<file path="src/rtl/ysyx_220053_ifu.sv">
// Instruction fetch unit: owns the PC, issues credit-limited in-order imem fetches,
// buffers returned words and flushes on redirect. Define IFU_PERF_EN for perf counters.
module ysyx_220053_ifu #(
    parameter logic [31:0] RESET_PC = 32'h8000_0000,
    parameter int unsigned DEPTH    = 2
) (
    input  logic        clk,
    input  logic        rst_n,
    output logic        imem_req_valid,
    input  logic        imem_req_ready,
    output logic [31:0] imem_req_addr,
    input  logic        imem_rsp_valid,
    input  logic [31:0] imem_rsp_data,
    output logic        instr_valid,
    input  logic        instr_ready,
    output logic [31:0] instr_o,
    output logic [31:0] pc_o,
    input  logic        redirect_valid,
    input  logic [31:0] redirect_pc
`ifdef IFU_PERF_EN
    ,
    output logic [31:0] perf_fetch_cnt,
    output logic [31:0] perf_flush_cnt,
    output logic [31:0] perf_stall_cnt
`endif
);
    localparam int unsigned CW = $clog2(DEPTH + 1);
    localparam int unsigned PW = (DEPTH > 1) ? $clog2(DEPTH) : 1;

    logic [31:0]   fetch_pc, fetch_pc_n;
    logic          req_valid_n, req_stale, req_stale_n;
    logic [31:0]   req_addr_n;
    logic [CW-1:0] outs, outs_n, drop, drop_n, cnt, cnt_n;
    logic [PW-1:0] wr_ptr, wr_ptr_n, rd_ptr, rd_ptr_n, pq_wr, pq_rd;
    logic [31:0]   data_mem [DEPTH];
    logic [31:0]   pc_mem   [DEPTH];
    logic [31:0]   pq_mem   [DEPTH];
    logic          accept, rsp_trk, push, pop, load;
    logic          head_valid_n;
    logic [31:0]   head_instr_n, head_pc_n;

    function automatic logic [PW-1:0] ptr_inc(input logic [PW-1:0] p);
        return (32'(p) == DEPTH - 1) ? '0 : p + PW'(1);
    endfunction

    // Next-state: credit accounting, drop tracking, request issue and buffer head.
    always_comb begin
        accept      = imem_req_valid && imem_req_ready;
        rsp_trk     = imem_rsp_valid && (outs != '0);
        push        = rsp_trk && !redirect_valid && (drop == '0);
        pop         = instr_valid && instr_ready;
        outs_n      = outs + CW'(accept) - CW'(rsp_trk);
        drop_n      = drop + CW'(accept && req_stale) - CW'(rsp_trk && (drop != '0));
        cnt_n       = cnt + CW'(push) - CW'(pop);
        wr_ptr_n    = push ? ptr_inc(wr_ptr) : wr_ptr;
        rd_ptr_n    = pop ? ptr_inc(rd_ptr) : rd_ptr;
        req_stale_n = req_stale && !accept;
        if (redirect_valid) begin
            // Everything still in flight after this edge belongs to the old path.
            drop_n      = outs_n;
            cnt_n       = '0;
            wr_ptr_n    = '0;
            rd_ptr_n    = '0;
            req_stale_n = imem_req_valid && !accept;
        end

        load = !redirect_valid && (!imem_req_valid || accept)
            && (32'(cnt_n) + 32'(outs_n) < DEPTH);
        req_valid_n = load || (imem_req_valid && !accept);
        req_addr_n  = load ? fetch_pc : imem_req_addr;

        fetch_pc_n = fetch_pc;
        if (redirect_valid)
            fetch_pc_n = redirect_pc & ~32'd3;
        else if (load)
            fetch_pc_n = fetch_pc + 32'd4;

        head_valid_n = (cnt_n != '0);
        head_instr_n = instr_o;
        head_pc_n    = pc_o;
        if (head_valid_n) begin
            if (push && (wr_ptr == rd_ptr_n)) begin
                head_instr_n = imem_rsp_data;
                head_pc_n    = pq_mem[pq_rd];
            end else begin
                head_instr_n = data_mem[rd_ptr_n];
                head_pc_n    = pc_mem[rd_ptr_n];
            end
        end
    end

    // Buffer and per-request PC queue storage.
    always_ff @(posedge clk) begin
        if (push) begin
            data_mem[wr_ptr] <= imem_rsp_data;
            pc_mem[wr_ptr]   <= pq_mem[pq_rd];
        end
        if (accept)
            pq_mem[pq_wr] <= imem_req_addr;
    end

    always_ff @(posedge clk) begin
        if (!rst_n) begin
            fetch_pc       <= RESET_PC;
            imem_req_valid <= 1'b0;
            imem_req_addr  <= RESET_PC;
            req_stale      <= 1'b0;
            outs           <= '0;
            drop           <= '0;
            cnt            <= '0;
            wr_ptr         <= '0;
            rd_ptr         <= '0;
            pq_wr          <= '0;
            pq_rd          <= '0;
            instr_valid    <= 1'b0;
            instr_o        <= '0;
            pc_o           <= '0;
        end else begin
            fetch_pc       <= fetch_pc_n;
            imem_req_valid <= req_valid_n;
            imem_req_addr  <= req_addr_n;
            req_stale      <= req_stale_n;
            outs           <= outs_n;
            drop           <= drop_n;
            cnt            <= cnt_n;
            wr_ptr         <= wr_ptr_n;
            rd_ptr         <= rd_ptr_n;
            if (accept)
                pq_wr <= ptr_inc(pq_wr);
            if (rsp_trk)
                pq_rd <= ptr_inc(pq_rd);
            instr_valid    <= head_valid_n;
            instr_o        <= head_instr_n;
            pc_o           <= head_pc_n;
        end
    end

`ifdef IFU_PERF_EN
    always_ff @(posedge clk) begin
        if (!rst_n) begin
            perf_fetch_cnt <= '0;
            perf_flush_cnt <= '0;
            perf_stall_cnt <= '0;
        end else begin
            if (pop)
                perf_fetch_cnt <= perf_fetch_cnt + 32'd1;
            if (redirect_valid)
                perf_flush_cnt <= perf_flush_cnt + 32'd1;
            if (instr_ready && !instr_valid)
                perf_stall_cnt <= perf_stall_cnt + 32'd1;
        end
    end
`endif

endmodule

</file>
<file path="config.mk">
export PLATFORM = sky130hd
export DESIGN_NAME = ysyx_220053_ifu
export DESIGN_NICKNAME = d
export VERILOG_FILES = /design/src/rtl/ysyx_220053_ifu.sv
export SDC_FILE = /design/constraint.sdc
export NUM_CORES = 1
export LEC_CHECK = 0
export BUFFER_PORTS_ARGS = -buffer_cell sky130_fd_sc_hd__buf_2
export CORE_MARGIN = 2
export CORE_UTILIZATION = 50
export CTS_CLUSTER_SIZE = 25
export DETAILED_ROUTE_END_ITERATION = 8
export PLACE_DENSITY = 0.75
export REMOVE_ABC_BUFFERS = 1
export SLEW_MARGIN = 25
export SYNTH_ARGS = -nofsm -noshare
export SYNTH_HDL_FRONTEND = slang
export SYNTH_SLANG_ARGS = --single-unit
</file>
<file path="constraint.sdc">
create_clock -name clk -period 8.25 [get_ports clk]
set_input_delay 1.65 -clock clk [delete_from_list [all_inputs] [get_ports clk]]
set_output_delay 1.65 -clock clk [all_outputs]
set_load 0.02 [all_outputs]
</file>
* Word level (Yosys, flattened, before mapping)
Memory sizes are Yosys's and may differ from the RTL's. A register that Yosys moved wholly into a read port is not among the register bits. Index checks and enable logic that the tools add are counted.
Word-level totals: memories 3, bits in writable memories 192, bits in registers 77, input port bits 70, output and inout bits 98
Memories:
- data_mem | words 2, width 32, rd ports 1, clocked after Yosys merged registers in 1, write ports 1, line 35 | logic [31:0] data_mem [DEPTH];
- pc_mem | words 2, width 32, rd ports 1, clocked after Yosys merged registers in 1, write ports 1, line 36 | logic [31:0] pc_mem [DEPTH];
- pq_mem | words 2, width 32, rd ports 1, clocked after Yosys merged registers in 1, write ports 1, line 37 | logic [31:0] pq_mem [DEPTH];
Cells by class: bitwise logic cells 1, add/subtract/negate cells 12, order comparisons 1, reductions and logical operators 24, muxes and demuxes 17
Operators with widths (number):
- 2-to-1 mux 32 bit | 2
- adder 32 x 3 -> 32 bit (second input constant) | 1
- 2-to-1 mux 1 bit | 13
- logical AND 1 bit | 11
- nonzero test 2 bit | 4
- adder 2 x 1 -> 2 bit | 3
- subtractor 2 x 1 -> 2 bit | 3
- zero test 1 bit | 5
- adder 1 bit (second input constant) | 4
- 2-to-1 mux 2 bit | 2
- adder 2 x 2 -> 3 bit | 1
- < comparator 3 x 2 -> 1 bit (second input constant) | 1
- zero test 2 bit | 1
- logical OR 1 bit | 2
- OR reduction 2 bit | 1
- NOT 1 bit | 1

* Depth between registers and ports, before layout
depth after elaboration 12, depth in mapped cells 16

* Worst setup path after synthesis
OpenSTA, ideal clock, no wires.
kind input to register, start point input port imem_rsp_valid, end point memory data_mem[0][0] (enable), library setup time 0.482 ns, data arrival time 4.914 ns, setup slack 2.853 ns, cell stages on the path 5, required time 7.768 ns, path through o21ai_1 nand3b_1 buf_2 buf_1 nor2_1
Between the ends: word-level cells in the longest chain between the ends 5
Ends and longest elaborated chain:
- from (decl) | line 12 | input logic imem_rsp_valid,
- logical AND 1 bit | line 49 | rsp_trk = imem_rsp_valid && (outs != '0);
- logical AND 1 bit (2 in series) | line 50 | push = rsp_trk && !redirect_valid && (drop == '0);
- 2-to-1 mux 1 bit | line 94 | if (push) begin
- 2-to-1 mux 1 bit (not written as such) | line 95 | data_mem[wr_ptr] <= imem_rsp_data;
- to (decl) | line 35
No other way between the ends.

* Worst setup path after layout
start point input port redirect_valid, end point register imem_req_addr[5]
Between the ends: word-level cells in the longest chain between the ends 9, elaborated cells on any way between the ends 10, those cells by class add/sub: 3; order compare: 1; mux: 1; reduce/logical: 5
Ends and longest elaborated chain:
- from (decl) | line 18 | input logic redirect_valid,
- zero test 1 bit | line 50
- logical AND 1 bit (2 in series) | line 50
- adder 2 x 1 -> 2 bit | line 54 | cnt_n = cnt + CW'(push) - CW'(pop);
- subtractor 2 x 1 -> 2 bit | line 54
- 2-to-1 mux 2 bit (*) | line 58 | if (redirect_valid) begin
- named net cnt_n[1] | line 33 | logic [CW-1:0] outs, outs_n, drop, drop_n, cnt, cnt_n;
- adder 2 x 2 -> 3 bit (*) | line 68 | && (32'(cnt_n) + 32'(outs_n) < DEPTH);
- < comparator 3 x 2 -> 1 bit (*) | line 68
- logical AND 1 bit (*) | line 68
- to (signal assigned) | line 121 | imem_req_addr <= req_addr_n;
- to (decl) | line 11 | output logic [31:0] imem_req_addr,
The timed path passes the listed nets; every way through them passes the cells marked *. A chain may end at the register's enable or synchronous reset.

==> impl_metrics.ini <==
[cts]
cts_buffers = 35
clkSlewWorstSetupHoldPaths_ns = 0.06
htree_levels = 2
cts_tree = done
cts.path.max_buffers = 3
cts_root_buf = clkbuf_16
numClockSinks = 320
hold_buffers = 0
cts_setup_buffers = 0
clkLatencyLatePin_ns = 0.50
cts_resized = 0

[routing]
first_pass_iters = 5
via_count = 9762
viasPerCell = 6.171
wl_um = 32670
avgRoutedWirePerCell_um = 20.65
initialDrtViolationCount = 1024
ant_nets = 0
drc = 0

[synthesis]
netlist.area_leader.share_pct = 41.57
yosysUniqueCellTypes = 58
syn_area_sq_mm = 0.01329
ys_seq_area_share_pct = 62.06
synth_area_per_cell_sq_um = 11.99
synthCells = 1108
synthFlopType = edfxtp_1
synth_edf_count = 184
yosys.area.top_type = edfxtp_1
synth_area_leaders = edfxtp_1 42%, dfxtp_1 20%, a32o_1 4.7%
yosys_warnings = 0
ys_ff_latch = 320
synthArstFlopShare_pct = 0

[sta]
fin_crit_ns = 5.808
setup_viol = 0
finalClockSkew_ns = 0.01369
relSlewSlack_pct = 34.70
rsz0062_at_grt = no
hold_viol = 0
worstMarginPinSlew_ns = 0.9741
max_freq_ghz = 0.1722
fin_crit_sh_pct = 70.40
slew_violations = 0

[global_route]
grt_pass1_wl_um = 51190
grt_max_degree = 88
first_global_vias = 9400
grt-ovfl-total = 0
grt_use_total_pct = 22.88
antenna_found_initial = 0

[placed_design]
place_inst = 1520
io_buffers = 161
place_congestion = 0.8647
dp.final_hpwl_um = 19020

[setup_path]
path_class = input port to flip-flop
ff2ff_setup_slack_ns = 3.57
startpoint_type = input port
crit_buf_inv = 5
required_ns = 8.67
crit_fanout = 61
cp.arrival_ns = 6.23
path_delay_family = buffers and inverters
worst_path_max_delay_cell = nor3_2
crit_chain = buf_2, inv_1, nand3b_1, buf_4, ha_1, inv_1, ha_1, xnor3_1, nor2_1, fa_1, or2_2, nor3_2, buf_4, nand2_1, a21oi_1
worstSetupEndpointType = flip-flop
cpPeakStageDelay_ns = 0.75

[cells_and_area]
register_area_sq_mm = 0.008248
drive_above_1_share_pct = 22.21
antennaDiodeCount = 0
final_common_cell = edfxtp_1
fillerInstances = 2130
syn_to_final_growth_pct = 15.89
multi_input_area_sq_mm = 0.004420
stdcell_count = 1582
nets = 1300
final_cell_mix = 184 x edfxtp_1, 161 x buf_2, 136 x dfxtp_1

[floorplan]
core_area_sq_mm = 0.02606
fp.dieH_um = 167.0
chipWidth_um = 167.0
dieArea_sq_mm = 0.02790
start_util_pct = 51.00
ios = 168
rows = 59

[power]
p_per_area_mw_per_mm2 = 268.7
power_mw = 4.138
p_leak_nw = 5.655
peakVddDrop_v = 0.0001476

[min_path]
hp-class = flip-flop to flip-flop

[job]
drv_cap = 0

[status]
status = complete, no violations
## state kept, by name, indices dropped and copies added (netlist names), 2 cells and up, named ones only
register,count
cnt,2
data_mem,64
drop,2
fetch_pc,30
imem_req_addr,30
instr_o,32
outs,2
pc_mem,60
pc_o,30
pq_mem,60
## per-stage QoR
step	util [%]	hold slack, ns	cell area, sq um	TNS (ns)	worst slack, ns
after floorplan	-	0.4525	12870	-10.48	-0.5012
after global placement	54.82	0.4424	14290	0	2.050
after detailed placement	54.92	0.4482	14310	0	1.959
after CTS	59.08	0.4620	15400	0	2.460
after global routing	59.11	0.4693	15400	0	2.069
final	59.11	0.4570	15400	0	2.442
## cells in the mapped netlist (2+ instances only)
cell	count
a211oi_1	3
a21oi_1	34
a311oi_1	13
a31oi_1	13
a32o_1	62
and2_1	5
and3_1	6
and4_1	5
buf_1	2
buf_2	19
buf_4	4
clkbuf_1	80
dfxtp_1	136
edfxtp_1	184
ha_1	7
inv_1	71
mux2_2	31
nand2_1	79
nand2b_1	5
nand3_1	9
nand4_1	15
nand4_2	2
nor2_1	25
nor2_2	2
nor2b_1	8
nor3_1	8
nor4_1	6
o211ai_1	64
o21ai_0	25
o21ai_1	2
o221ai_1	62
o311ai_0	4
o31ai_1	6
or2_2	2
or3_1	66
or4_1	9
xnor2_1	4
xnor3_1	2
xor2_1	9
## worst register-to-register path, cell delays in order, from the launching register on
cell	delay, ns
dfxtp_1	0.33
o21ai_1	0.29
nand3b_1	0.16
buf_4	0.56
ha_1	0.35
inv_1	0.06
ha_1	0.16
xnor3_1	0.34
nor2_1	0.15
fa_1	0.46
or2_2	0.38
nor3_2	0.75
buf_4	0.36
nand2_1	0.10
a21oi_1	0.15
## report_power, final
group,switching [mW],internal [mW]
clock network,0.599,0.878
logic,0.475,0.248
registers,0.0778,1.86
## cells by family (layout without fill, tap and decap cells)
group | Yosys count | after routing | synth area share [%]
AOI/OAI and AO/OA | 295 | 295 | 17.38
DFF | 320 | 320 | 62.06
other | 1 | 4 | 0.02822
adders and majority gates | 8 | 8 | 0.8096
buffers and inverters | 177 | 313 | 5.291
and+or+nand+nor | 260 | 260 | 10.53
xor gates and xnor gates | 15 | 15 | 1.196
muxes | 32 | 32 | 2.702
## per-layer routing
metal / GRT usage (%) / vias up / wire (um)
met1: 30.53 / 4784 / 13790
met5: 0 / - / 0
met2: 37.86 / 402 / 15590
li1: - / 4517 / -
met3: 4.087 / 59 / 2350
met4: 7.871 / 0 / 941
## final cells by class
type                            count  share of cell area (%)
Sequential cell                   320                   53.55
Multi-Input combinational cell    614                   28.70
Clock buffer                       47                   6.239
Timing Repair Buffer              179                   6.239
Tap cell                          335                   2.721
Inverter                           72                   1.755
Clock inverter                     15                  0.7961
## path summary, 6_finish.rpt
| path | start | endpoint | cells past startpoint |
|---|---|---|---|
| worst min-delay path | instr_o[2]$_SDFFE_PN0P_ | instr_o[2]$_SDFFE_PN0P_ | 1 |
| worst max-delay path | redirect_valid | imem_req_addr[5]$_SDFFE_PN0P_ | 15 |
| worst min register to register | instr_o[2]$_SDFFE_PN0P_ | instr_o[2]$_SDFFE_PN0P_ | 1 |
| worst max register to register | outs[1]$_SDFF_PN0_ | imem_req_addr[5]$_SDFFE_PN0P_ | 14 |
Power figures use the tool's default switching activity.
